[src/rtl/hundredths_stopwatch.sv]
// BCD mm:ss.hh stopwatch driven by the hundredths divider, with start/stop/clear control.
// Lap capture with a valid/ready output is built only when STOPWATCH_LAP_EN is defined.
module hundredths_stopwatch #(
    parameter int MINUTE_LIMIT = 60
) (
    input  logic        i_clk,
    input  logic        i_reset_n,
    input  logic        i_clock_divide,
    input  logic        i_start,
    input  logic        i_stop,
    input  logic        i_clear,
    input  logic        i_lap,
    input  logic        i_lap_ready,
    output logic        o_running,
    output logic [23:0] o_time_bcd,
    output logic [23:0] o_lap_bcd,
    output logic        o_lap_valid,
    output logic        o_overflow
);

    localparam logic [3:0] MIN_TENS_MAX = 4'((MINUTE_LIMIT - 1) / 10);
    localparam logic [3:0] MIN_ONES_MAX = 4'((MINUTE_LIMIT - 1) % 10);

    typedef enum logic [1:0] {IDLE, RUN, PAUSE} state_t;

    state_t     r_state;
    state_t     w_next_state;
    logic       r_prev_div;
    logic       w_tick;
    logic       w_count;
    logic       w_wrap;
    logic       r_overflow;
    logic [3:0] r_min_t, r_min_o, r_sec_t, r_sec_o, r_hun_t, r_hun_o;
    logic [3:0] w_min_t, w_min_o, w_sec_t, w_sec_o, w_hun_t, w_hun_o;

    assign w_tick     = i_clock_divide & ~r_prev_div;
    assign o_time_bcd = {r_min_t, r_min_o, r_sec_t, r_sec_o, r_hun_t, r_hun_o};
    assign o_running  = (r_state == RUN);
    assign o_overflow = r_overflow;

    // A stop or clear in the same cycle as a tick suppresses that tick.
    assign w_count = (r_state == RUN) & w_tick & ~i_clear & ~i_stop;

    always_comb begin
        w_next_state = r_state;
        if (i_clear) begin
            w_next_state = IDLE;
        end else if (i_stop) begin
            if (r_state == RUN) begin
                w_next_state = PAUSE;
            end
        end else if (i_start) begin
            if (r_state != RUN) begin
                w_next_state = RUN;
            end
        end
    end

    always_comb begin
        w_min_t = r_min_t;
        w_min_o = r_min_o;
        w_sec_t = r_sec_t;
        w_sec_o = r_sec_o;
        w_hun_t = r_hun_t;
        w_hun_o = r_hun_o;
        w_wrap  = 1'b0;
        if (w_count) begin
            if (r_hun_o != 4'd9) begin
                w_hun_o = r_hun_o + 4'd1;
            end else begin
                w_hun_o = 4'd0;
                if (r_hun_t != 4'd9) begin
                    w_hun_t = r_hun_t + 4'd1;
                end else begin
                    w_hun_t = 4'd0;
                    if (r_sec_o != 4'd9) begin
                        w_sec_o = r_sec_o + 4'd1;
                    end else begin
                        w_sec_o = 4'd0;
                        if (r_sec_t != 4'd5) begin
                            w_sec_t = r_sec_t + 4'd1;
                        end else begin
                            w_sec_t = 4'd0;
                            // Wrap is detected on the full minute value so odd limits like 45 work.
                            if (r_min_t == MIN_TENS_MAX && r_min_o == MIN_ONES_MAX) begin
                                w_min_t = 4'd0;
                                w_min_o = 4'd0;
                                w_wrap  = 1'b1;
                            end else if (r_min_o != 4'd9) begin
                                w_min_o = r_min_o + 4'd1;
                            end else begin
                                w_min_o = 4'd0;
                                w_min_t = r_min_t + 4'd1;
                            end
                        end
                    end
                end
            end
        end
    end

    always_ff @(posedge i_clk) begin
        if (!i_reset_n) begin
            r_state    <= IDLE;
            r_prev_div <= 1'b0;
            r_overflow <= 1'b0;
            r_min_t    <= 4'd0;
            r_min_o    <= 4'd0;
            r_sec_t    <= 4'd0;
            r_sec_o    <= 4'd0;
            r_hun_t    <= 4'd0;
            r_hun_o    <= 4'd0;
        end else begin
            r_state    <= w_next_state;
            r_prev_div <= i_clock_divide;
            if (i_clear) begin
                r_overflow <= 1'b0;
                r_min_t    <= 4'd0;
                r_min_o    <= 4'd0;
                r_sec_t    <= 4'd0;
                r_sec_o    <= 4'd0;
                r_hun_t    <= 4'd0;
                r_hun_o    <= 4'd0;
            end else begin
                if (w_wrap) begin
                    r_overflow <= 1'b1;
                end
                r_min_t <= w_min_t;
                r_min_o <= w_min_o;
                r_sec_t <= w_sec_t;
                r_sec_o <= w_sec_o;
                r_hun_t <= w_hun_t;
                r_hun_o <= w_hun_o;
            end
        end
    end

`ifdef STOPWATCH_LAP_EN
    logic [23:0] r_lap_bcd;
    logic        r_lap_valid;
    logic        w_lap_load;

    // A lap loads only when the output slot is free or being consumed this cycle.
    assign w_lap_load  = i_lap & (r_state != IDLE) & (~r_lap_valid | i_lap_ready);
    assign o_lap_bcd   = r_lap_bcd;
    assign o_lap_valid = r_lap_valid;

    always_ff @(posedge i_clk) begin
        if (!i_reset_n) begin
            r_lap_bcd   <= 24'd0;
            r_lap_valid <= 1'b0;
        end else if (i_clear) begin
            r_lap_valid <= 1'b0;
        end else if (w_lap_load) begin
            r_lap_bcd   <= o_time_bcd;
            r_lap_valid <= 1'b1;
        end else if (r_lap_valid && i_lap_ready) begin
            r_lap_valid <= 1'b0;
        end
    end
`else
    logic w_lap_unused;

    assign w_lap_unused = i_lap ^ i_lap_ready;
    assign o_lap_bcd    = 24'd0;
    assign o_lap_valid  = 1'b0;
`endif

endmodule

[config.mk]
export PLATFORM = sky130hd
export DESIGN_NAME = hundredths_stopwatch
export DESIGN_NICKNAME = d
export VERILOG_FILES = /design/src/rtl/hundredths_stopwatch.sv
export SDC_FILE = /design/constraint.sdc
export NUM_CORES = 1
export LEC_CHECK = 0
export ABC_AREA = 1
export BUFFER_PORTS_ARGS = -buffer_cell sky130_fd_sc_hd__buf_2
export CORE_MARGIN = 2
export CORE_UTILIZATION = 54
export DETAILED_ROUTE_END_ITERATION = 16
export GPL_TIMING_DRIVEN = 0
export PLACE_DENSITY = 0.87
export SYNTH_ARGS = -nofsm -noshare
export SYNTH_HDL_FRONTEND = slang
export SYNTH_SLANG_ARGS = --single-unit
[constraint.sdc]
create_clock -name i_clk -period 2.32 [get_ports i_clk]
set_clock_uncertainty 0.05 [all_clocks]
set_input_delay 0 -clock i_clk [delete_from_list [all_inputs] [get_ports i_clk]]
set_output_delay 0 -clock i_clk [all_outputs]
set_load 0.1 [all_outputs]
==> results.tsv, run 1 <==
stage	metric	value	unit
timing	Achievable Freq	676	MHz
clocking	worst-skew pair later-pin latency	0.33	ns
pwr	worst vdd ir	243	uV
synthesis	number of synthesized flops with an enable pin	0	
timing	Final Hold Viols	0	
synthesis	Ys Warns	0	
synthesis	most frequent cell after synthesis	nand2_1	
routing	post-route ant nets	0	
routing	vias per inst	4.63	
clocking	number of CTS-inserted buffers	3	
synthesis	synthesized cell area	0.00173	sq mm
clocking	Longest Clk Path Bufs	2	
timing	final critical-path share of the clock period	63.8	%
finish	post-route cell area	0.00213	sq mm
routing	# DRC	0	
die	Die Ht	60.6	um
synthesis	synth top area cells	dfxtp_1, buf_4, nand2_1	
synthesis	Post-synth top cells	nand2_1, dfxtp_1, buf_4, inv_1, a21oi_1	
synthesis	Synth Register Bits	28	
timing	Final Slew Violations	0	
die	DIE WIDTH	60.6	um
timing	Final setup viols	0	
die	Initial Utilization	56.7	%
clocking	root buf cell	clkbuf_4	
routing	Routed WL	3460	um
synthesis	Synth area leader	dfxtp_1	
clocking	CTS tree	yes	
synthesis	FFs w/ async S/R, synth	0	%
timing	TNS Setup	0	ns
global_routing	gr usage total	20.6	%
clocking	clock transition at the registers of the reported paths	0.15	ns
clocking	CTS H-tree lvls	1	
synthesis	post-synthesis sequential area ratio	32.4	%
synthesis	cell count after synthesis	240	
die	Die ar.	0.00368	sq mm
timing	fin crit period	1.48	ns
placed_design	GP Congestion	0.850	
routing	WL/cell	9.91	um
finish	antenna cells	0	
global_routing	GRT overflow	0	
placed_design	Post-DP Area	0.00203	sq mm
die	# rows	20	
worst_hold_path	Hold Path Class	in2reg	
synthesis	area share of the largest cell type after synthesis	32.4	%
global_routing	vias in the first global route	1389	
pwr	LEAKAGE	0.983	nW
worst_setup_path	Setup Crit Path Kind	in2reg	
finish	Total Nets Final	318	
synthesis	Synth cell types	31	
die	# IOs	59	
clocking	Clock Sink Count	28	
worst_setup_path	critical path required time	2.56	ns
finish	area grow syn2layout	22.9	%
synthesis	Avg Inst Size Synth	7.22	sq um
routing	DRT iter0 DRCs	63	
worst_setup_path	CP endpoint kind	register	
job	max cap viols	0	
worst_setup_path	Worst Path Max Fanout	10	
die	core area	0.00305	sq mm
clocking	Post-CTS Setup Bufs	0	
global_routing	global-route wire length before repair	5860	um
pwr	power per cell area	457	mW/mm^2
placed_design	port bufs	31	
global_routing	largest net degree at the start of global routing	16	
routing	routed vias	1617	
worst_setup_path	WP data arrival	1.72	ns
placed_design	DP HPWL	2570	um
timing	RSZ-0062 raised after global routing	false	
routing	Pre-Repair DR Iteration Count	4	
finish	fraction of layout cells with a size suffix above 1	26.9	%
global_routing	initial antenna violation count	0	
run_status	status	completed	
worst_setup_path	CP Launch Type	input pin	
synthesis	Synth Flop Type	dfxtp_1	
layout make-up:
cell class,count,area [sq um]
inverter,30,113
buffer,28,208
tap,44,55.1
multi-input combinational,178,941
clock buffer,4,36.3
timing repair buffer,37,215
fill,260,925
sequential,28,561
path summary, 6_finish.rpt:
check	endpoint	slack (ns)	startpoint	cells past startpoint
setup / recovery	r_state[1]	0.84	i_reset_n	6
hold / removal	r_min_o[1]	0.01	i_clear	5
hold reg to reg	o_overflow	0.43	o_overflow	2
setup reg to reg	r_min_t[1]	0.85	r_sec_t[2]	7
cells in the final DEF, fill, tap and decap left out, types with 2 or more instances in the layout:
| cell type | count |
|---|---|
| nand2_1 | 48 |
| buf_2 | 32 |
| dfxtp_1 | 28 |
| inv_1 | 25 |
| buf_4 | 25 |
| conb_1 | 25 |
| a21oi_1 | 23 |
| nor2_1 | 17 |
| nand3_1 | 16 |
| nand4_1 | 10 |
| nor2_4 | 6 |
| dlygate4sd3_1 | 6 |
| inv_2 | 5 |
| o21ai_0 | 4 |
| ha_1 | 4 |
| nor2_2 | 3 |
| xor2_1 | 3 |
| o21ai_1 | 3 |
| clkbuf_4 | 3 |
| a211oi_1 | 2 |
| nand3b_1 | 2 |
| xnor2_1 | 2 |
| o21bai_1 | 2 |
metrics by stage:
stage	util [%]	total power [mW]	setup slack (ns)	hold WS, ns	std cells
after floorplan	-	0.723	0.241	0.0435	264
after global placement	66.6	0.733	0.886	0.145	339
after detailed placement	66.6	0.734	0.862	0.152	339
after CTS	69.7	0.978	0.840	0.00250	349
after global routing	69.7	1.01	0.690	0.0415	349
final	69.7	0.973	0.841	0.0105	349
what timing repair did:
action / CTS / global route
hold buffers: 6 / 0
endpoints found under the hold margin: 4 / 0
endpoints found under the setup margin: 0 / 0
gates resized for setup: 0 / 0
cells by family after synthesis:
kind of cell	share of synthesized area [%]
AOI/OAI and AO/OA	10.9
xor gates and xnor gates	2.53
adders and majority gates	2.89
buffers and inverters	18.5
DFF	32.4
other	0.217
and+or+nand+nor	32.6
critical path, stage by stage:
cell	delay (ns)
dlygate4sd3_1	0.52
buf_2	0.11
nand2_1	0.07
buf_2	0.20
a211oi_1	0.24
dlygate4sd3_1	0.57
state kept, by name, indices dropped and copies added, names as in the netlist:
name        cells
r_hun_o         4
r_hun_t         4
r_min_o         4
r_min_t         4
r_sec_o         4
r_sec_t         4
r_state         2
o_overflow      1
r_prev_div      1
power breakdown:
| part | switching (mW) | internal, mW |
|---|---|---|
| clock network | 0.143 | 0.0961 |
| logic | 0.206 | 0.0434 |
| registers | 0.00115 | 0.483 |
| total | 0.351 | 0.622 |
routing by layer:
metal	up-vias	track usage, %	routed length [um]
li1	856	-	-
met1	713	25.4	1510
met2	40	36.6	1760
met3	8	2.35	135
met4	0	8.07	53
met5	-	0	0
Note: power is estimated with default switching activity, not from simulation.
==> run 2, diff against run 1 <==
--- a/config.mk
+++ b/config.mk
@@ -5,13 +5,13 @@
 export SDC_FILE = /design/constraint.sdc
 export NUM_CORES = 1
 export LEC_CHECK = 0
-export ABC_AREA = 1
+export ABC_AREA = 0
 export BUFFER_PORTS_ARGS = -buffer_cell sky130_fd_sc_hd__buf_2
 export CORE_MARGIN = 2
-export CORE_UTILIZATION = 54
+export CORE_UTILIZATION = 49
 export DETAILED_ROUTE_END_ITERATION = 16
 export GPL_TIMING_DRIVEN = 0
-export PLACE_DENSITY = 0.87
+export PLACE_DENSITY = 0.81
 export SYNTH_ARGS = -nofsm -noshare
 export SYNTH_HDL_FRONTEND = slang
 export SYNTH_SLANG_ARGS = --single-unit
==> constraint.sdc (replaced) <==
create_clock -name i_clk -period 1.4 [get_ports i_clk]
set_clock_uncertainty 0.05 [all_clocks]
set_input_delay 0 -clock i_clk [delete_from_list [all_inputs] [get_ports i_clk]]
set_output_delay 0 -clock i_clk [all_outputs]
set_load 0.1 [all_outputs]
==> run 2 against run 1 <==
  * The run now ends with setup timing left
  * Critical path depth down 1
  * Combinational power up 80%
  * Clock power up 50%
  * Sequential power up 60%
  * Routed wire length up 51%
  * Count of clock-buffer cells in the layout unchanged
  * Via count up 11%
  * Setup slack worse by 1.2 ns
  * Final cell count down 3.4%
==> results.tsv, run 2 <==
stage	metric	value	unit	change
placed_design	DP HPWL	2520	um	-1.7%
synthesis	Synth Register Bits	28		unchanged
synthesis	Avg Inst Size Synth	8.34	sq um	+16%
routing	Routed WL	5220	um	+51%
global_routing	initial antenna violation count	0		unchanged
pwr	LEAKAGE	1.15	nW	+17%
worst_setup_path	CP delay by family, top	simple AND/OR/NAND/NOR gates		
synthesis	area share of the largest cell type after synthesis	34.3	%	+1.9 points
worst_setup_path	Worst Path Max Fanout	5		-5
synthesis	Synth cell types	36		+16%
pwr	clock share of power	22.7	%	-1.9 points
worst_setup_path	critical path depth	5		-1
worst_setup_path	Buffers & Inverters on Critical Path	1		-3
global_routing	GRT overflow	0		unchanged
worst_setup_path	worst-path cell chain	nor4b_4 > buf_4 > nand4_1 > or4_1 > a21oi_1		
global_routing	largest net degree at the start of global routing	16		unchanged
synthesis	cell count after synthesis	196		-18%
global_routing	global-route wire length before repair	6690	um	+14%
clocking	root buf cell	clkbuf_4		
global_routing	gr usage total	23.5	%	+2.9 points
routing	WL/cell	15.5	um	+56%
timing	Setup WS post-layout	-0.401	ns	-1.24 ns
worst_setup_path	CP Launch Type	register		
die	Die ar.	0.00381	sq mm	+3.7%
timing	final critical-path share of the clock period	129	%	
routing	DRT iter0 DRCs	100		+59%
timing	Final setup viols	25		+25
finish	area grow syn2layout	57.8	%	
pwr	worst vdd ir	436	uV	+79%
die	Die Ht	61.7	um	+1.8%
worst_hold_path	Hold Path Class	in2reg		
worst_setup_path	Setup Crit Path Kind	reg2reg		
timing	fin crit period	1.80	ns	
timing	relative slew slack	58.3	%	
worst_setup_path	WP data arrival	2.02	ns	+0.30 ns
clocking	Longest Clk Path Bufs	2		unchanged
clocking	number of CTS-inserted buffers	3		unchanged
timing	Final Hold Viols	0		unchanged
worst_hold_path	hold path depth	3		-2
synthesis	Ys Warns	0		unchanged
synthesis	synth top area cells	dfxtp_1, buf_4, a21oi_1		
die	# IOs	59		unchanged
run_status	failing checks	setup timing		
synthesis	Post-synth top cells	dfxtp_1, buf_4, a21oi_1		
pwr	power per cell area	613	mW/mm^2	+34%
routing	routed vias	1791		+11%
run_status	status	finished, violations left		
synthesis	synthesized cell area	0.00163	sq mm	-5.6%
die	# rows	20		unchanged
global_routing	vias in the first global route	1492		+7.4%
die	Initial Utilization	52.7	%	-4.1 points
pwr	total power	1.58	mW	+62%
clocking	worst-skew pair later-pin latency	0.34	ns	about the same
synthesis	post-synthesis sequential area ratio	34.3	%	+1.9 points
clocking	CTS H-tree lvls	1		unchanged
worst_setup_path	worst r2r path cells	5		-2
worst_setup_path	crit-path max cell delay	0.48	ns	-0.09 ns
finish	highest-count cells in the layout ignoring fill and taps	buf_4, buf_2, conb_1		
worst_setup_path	CP endpoint kind	register		
pwr	Int Pwr	0.975	mW	+57%
synthesis	FFs w/ async S/R, synth	0	%	unchanged
synthesis	number of synthesized flops with an enable pin	0		unchanged
clocking	Clock Sink Count	28		unchanged
clocking	CTS tree	yes		
pwr	Comb power frac	28.4	%	+2.8 points
synthesis	most frequent cell after synthesis	dfxtp_1		
routing	Pre-Repair DR Iteration Count	4		unchanged
finish	antenna cells	0		unchanged
finish	fraction of layout cells with a size suffix above 1	51.2	%	+24 points
clocking	clock transition at the registers of the reported paths	0.15	ns	about the same
die	core area	0.00310	sq mm	+1.6%
synthesis	Synth Flop Type	dfxtp_1		
timing	RSZ-0062 raised after global routing	true		
pwr	Switching Power	0.605	mW	+73%
routing	vias per inst	5.31		+15%
worst_setup_path	slowest CP cell	or4_1		
finish	most common cell after layout, fill and taps aside	buf_4		
pwr	sw frac	38.3	%	+2.3 points
placed_design	Post-Place Worst Slack	-0.612	ns	-1.47 ns
job	max cap viols	0		unchanged
synthesis	Synth area leader	dfxtp_1		
timing	worst slew pin tran	0.625	ns	
placed_design	port bufs	31		unchanged
timing	Final Slew Violations	0		unchanged
pwr	register share of total power	48.9	%	-0.9 points
placed_design	GP Congestion	0.798		-6.1%
die	DIE WIDTH	61.7	um	+1.8%
worst_setup_path	critical path required time	1.62	ns	-0.94 ns
finish	Total Nets Final	306		-3.8%
routing	post-route ant nets	0		unchanged
timing	Achievable Freq	555	MHz	
routing	# DRC	0		unchanged
run 2: worst paths after layout:
kind              startpoint         end  slack, ns
setup reg to reg  r_prev_div  r_sec_o[0]      -0.40
hold reg to reg   o_overflow  o_overflow       0.44
setup / recovery  r_prev_div  r_sec_o[0]      -0.40
hold / removal     i_reset_n  r_hun_t[3]       0.05
run 2: repair_timing:
| action | CTS | global route |
|---|---|---|
| cloned | 2 | 0 |
| pin swaps | 21 | 26 |
| setup buffers | 18 | 16 |
| hold buffers | 4 | 0 |
| setup endpoints to repair | 26 | 26 |
| hold endpoints to repair | 3 | 0 |
| gates resized for setup | 23 | 24 |
run 2: power groups by stage:
stage | Clock, mW | Sequential [mW] | Combinational, mW
4_1_cts | 0.363 | 0.773 | 0.422
3_3_place_gp | 0 | 0.792 | 0.403
2_1_floorplan | 0 | 0.792 | 0.381
3_5_place_dp | 0 | 0.792 | 0.403
5_1_grt | 0.401 | 0.773 | 0.462
6_report | 0.359 | 0.772 | 0.449
run 2: kinds of logic (layout without fill, tap and decap cells):
family                     after synthesis  after routing  synth area share, %
xor gates and xnor gates                 3              3                 1.61
adders and majority gates                4              4                 3.06
buffers and inverters                   38            110                 14.5
DFF                                     28             28                 34.3
and+or+nand+nor                         77             78                 29.1
other                                    1             25                0.229
AOI/OAI and AO/OA                       42             42                 15.4
muxes                                    3              3                 1.84
run 2: worst reg2reg max path, stage by stage (launching register included):
cell and delay, ns:
dfxtp_2 0.36, nor4b_4 0.29, buf_4 0.20, nand4_1 0.21
or4_1 0.48, a21oi_1 0.15
run 2: layout make-up:
cell class	count	area [sq um]
Multi-Input combinational cell	155	1100
Inverter	8	30.0
Clock buffer	4	26.3
Timing Repair Buffer	69	498
Fill cell	189	524
Buffer	29	235
Tap cell	44	55.1
Sequential cell	28	633
run 2: per-stage QoR:
stage / setup TNS [ns] / util (%) / instances / area [sq um] / hold slack (ns)
2_1_floorplan: -6.42 / - / 220 / 1860 / 0.0717
3_5_place_dp: -8.64 / 66.6 / 295 / 2070 / 0.193
6_report: -6.42 / 83.1 / 337 / 2580 / 0.0507
5_1_grt: -8.00 / 83.1 / 337 / 2580 / 0.0502
3_3_place_gp: -8.49 / 66.6 / 295 / 2070 / 0.183
4_1_cts: -4.18 / 76.6 / 322 / 2380 / 0.00340
run 2: metal layers:
| layer | vias up | part of all wire [%] | global-route usage, % |
|---|---|---|---|
| li1 | 849 | - | - |
| met1 | 855 | 42 | 30.3 |
| met2 | 72 | 50 | 40.2 |
| met3 | 15 | 5.0 | 2.28 |
| met4 | 0 | 3.1 | 10.3 |
| met5 | - | 0 | 0 |
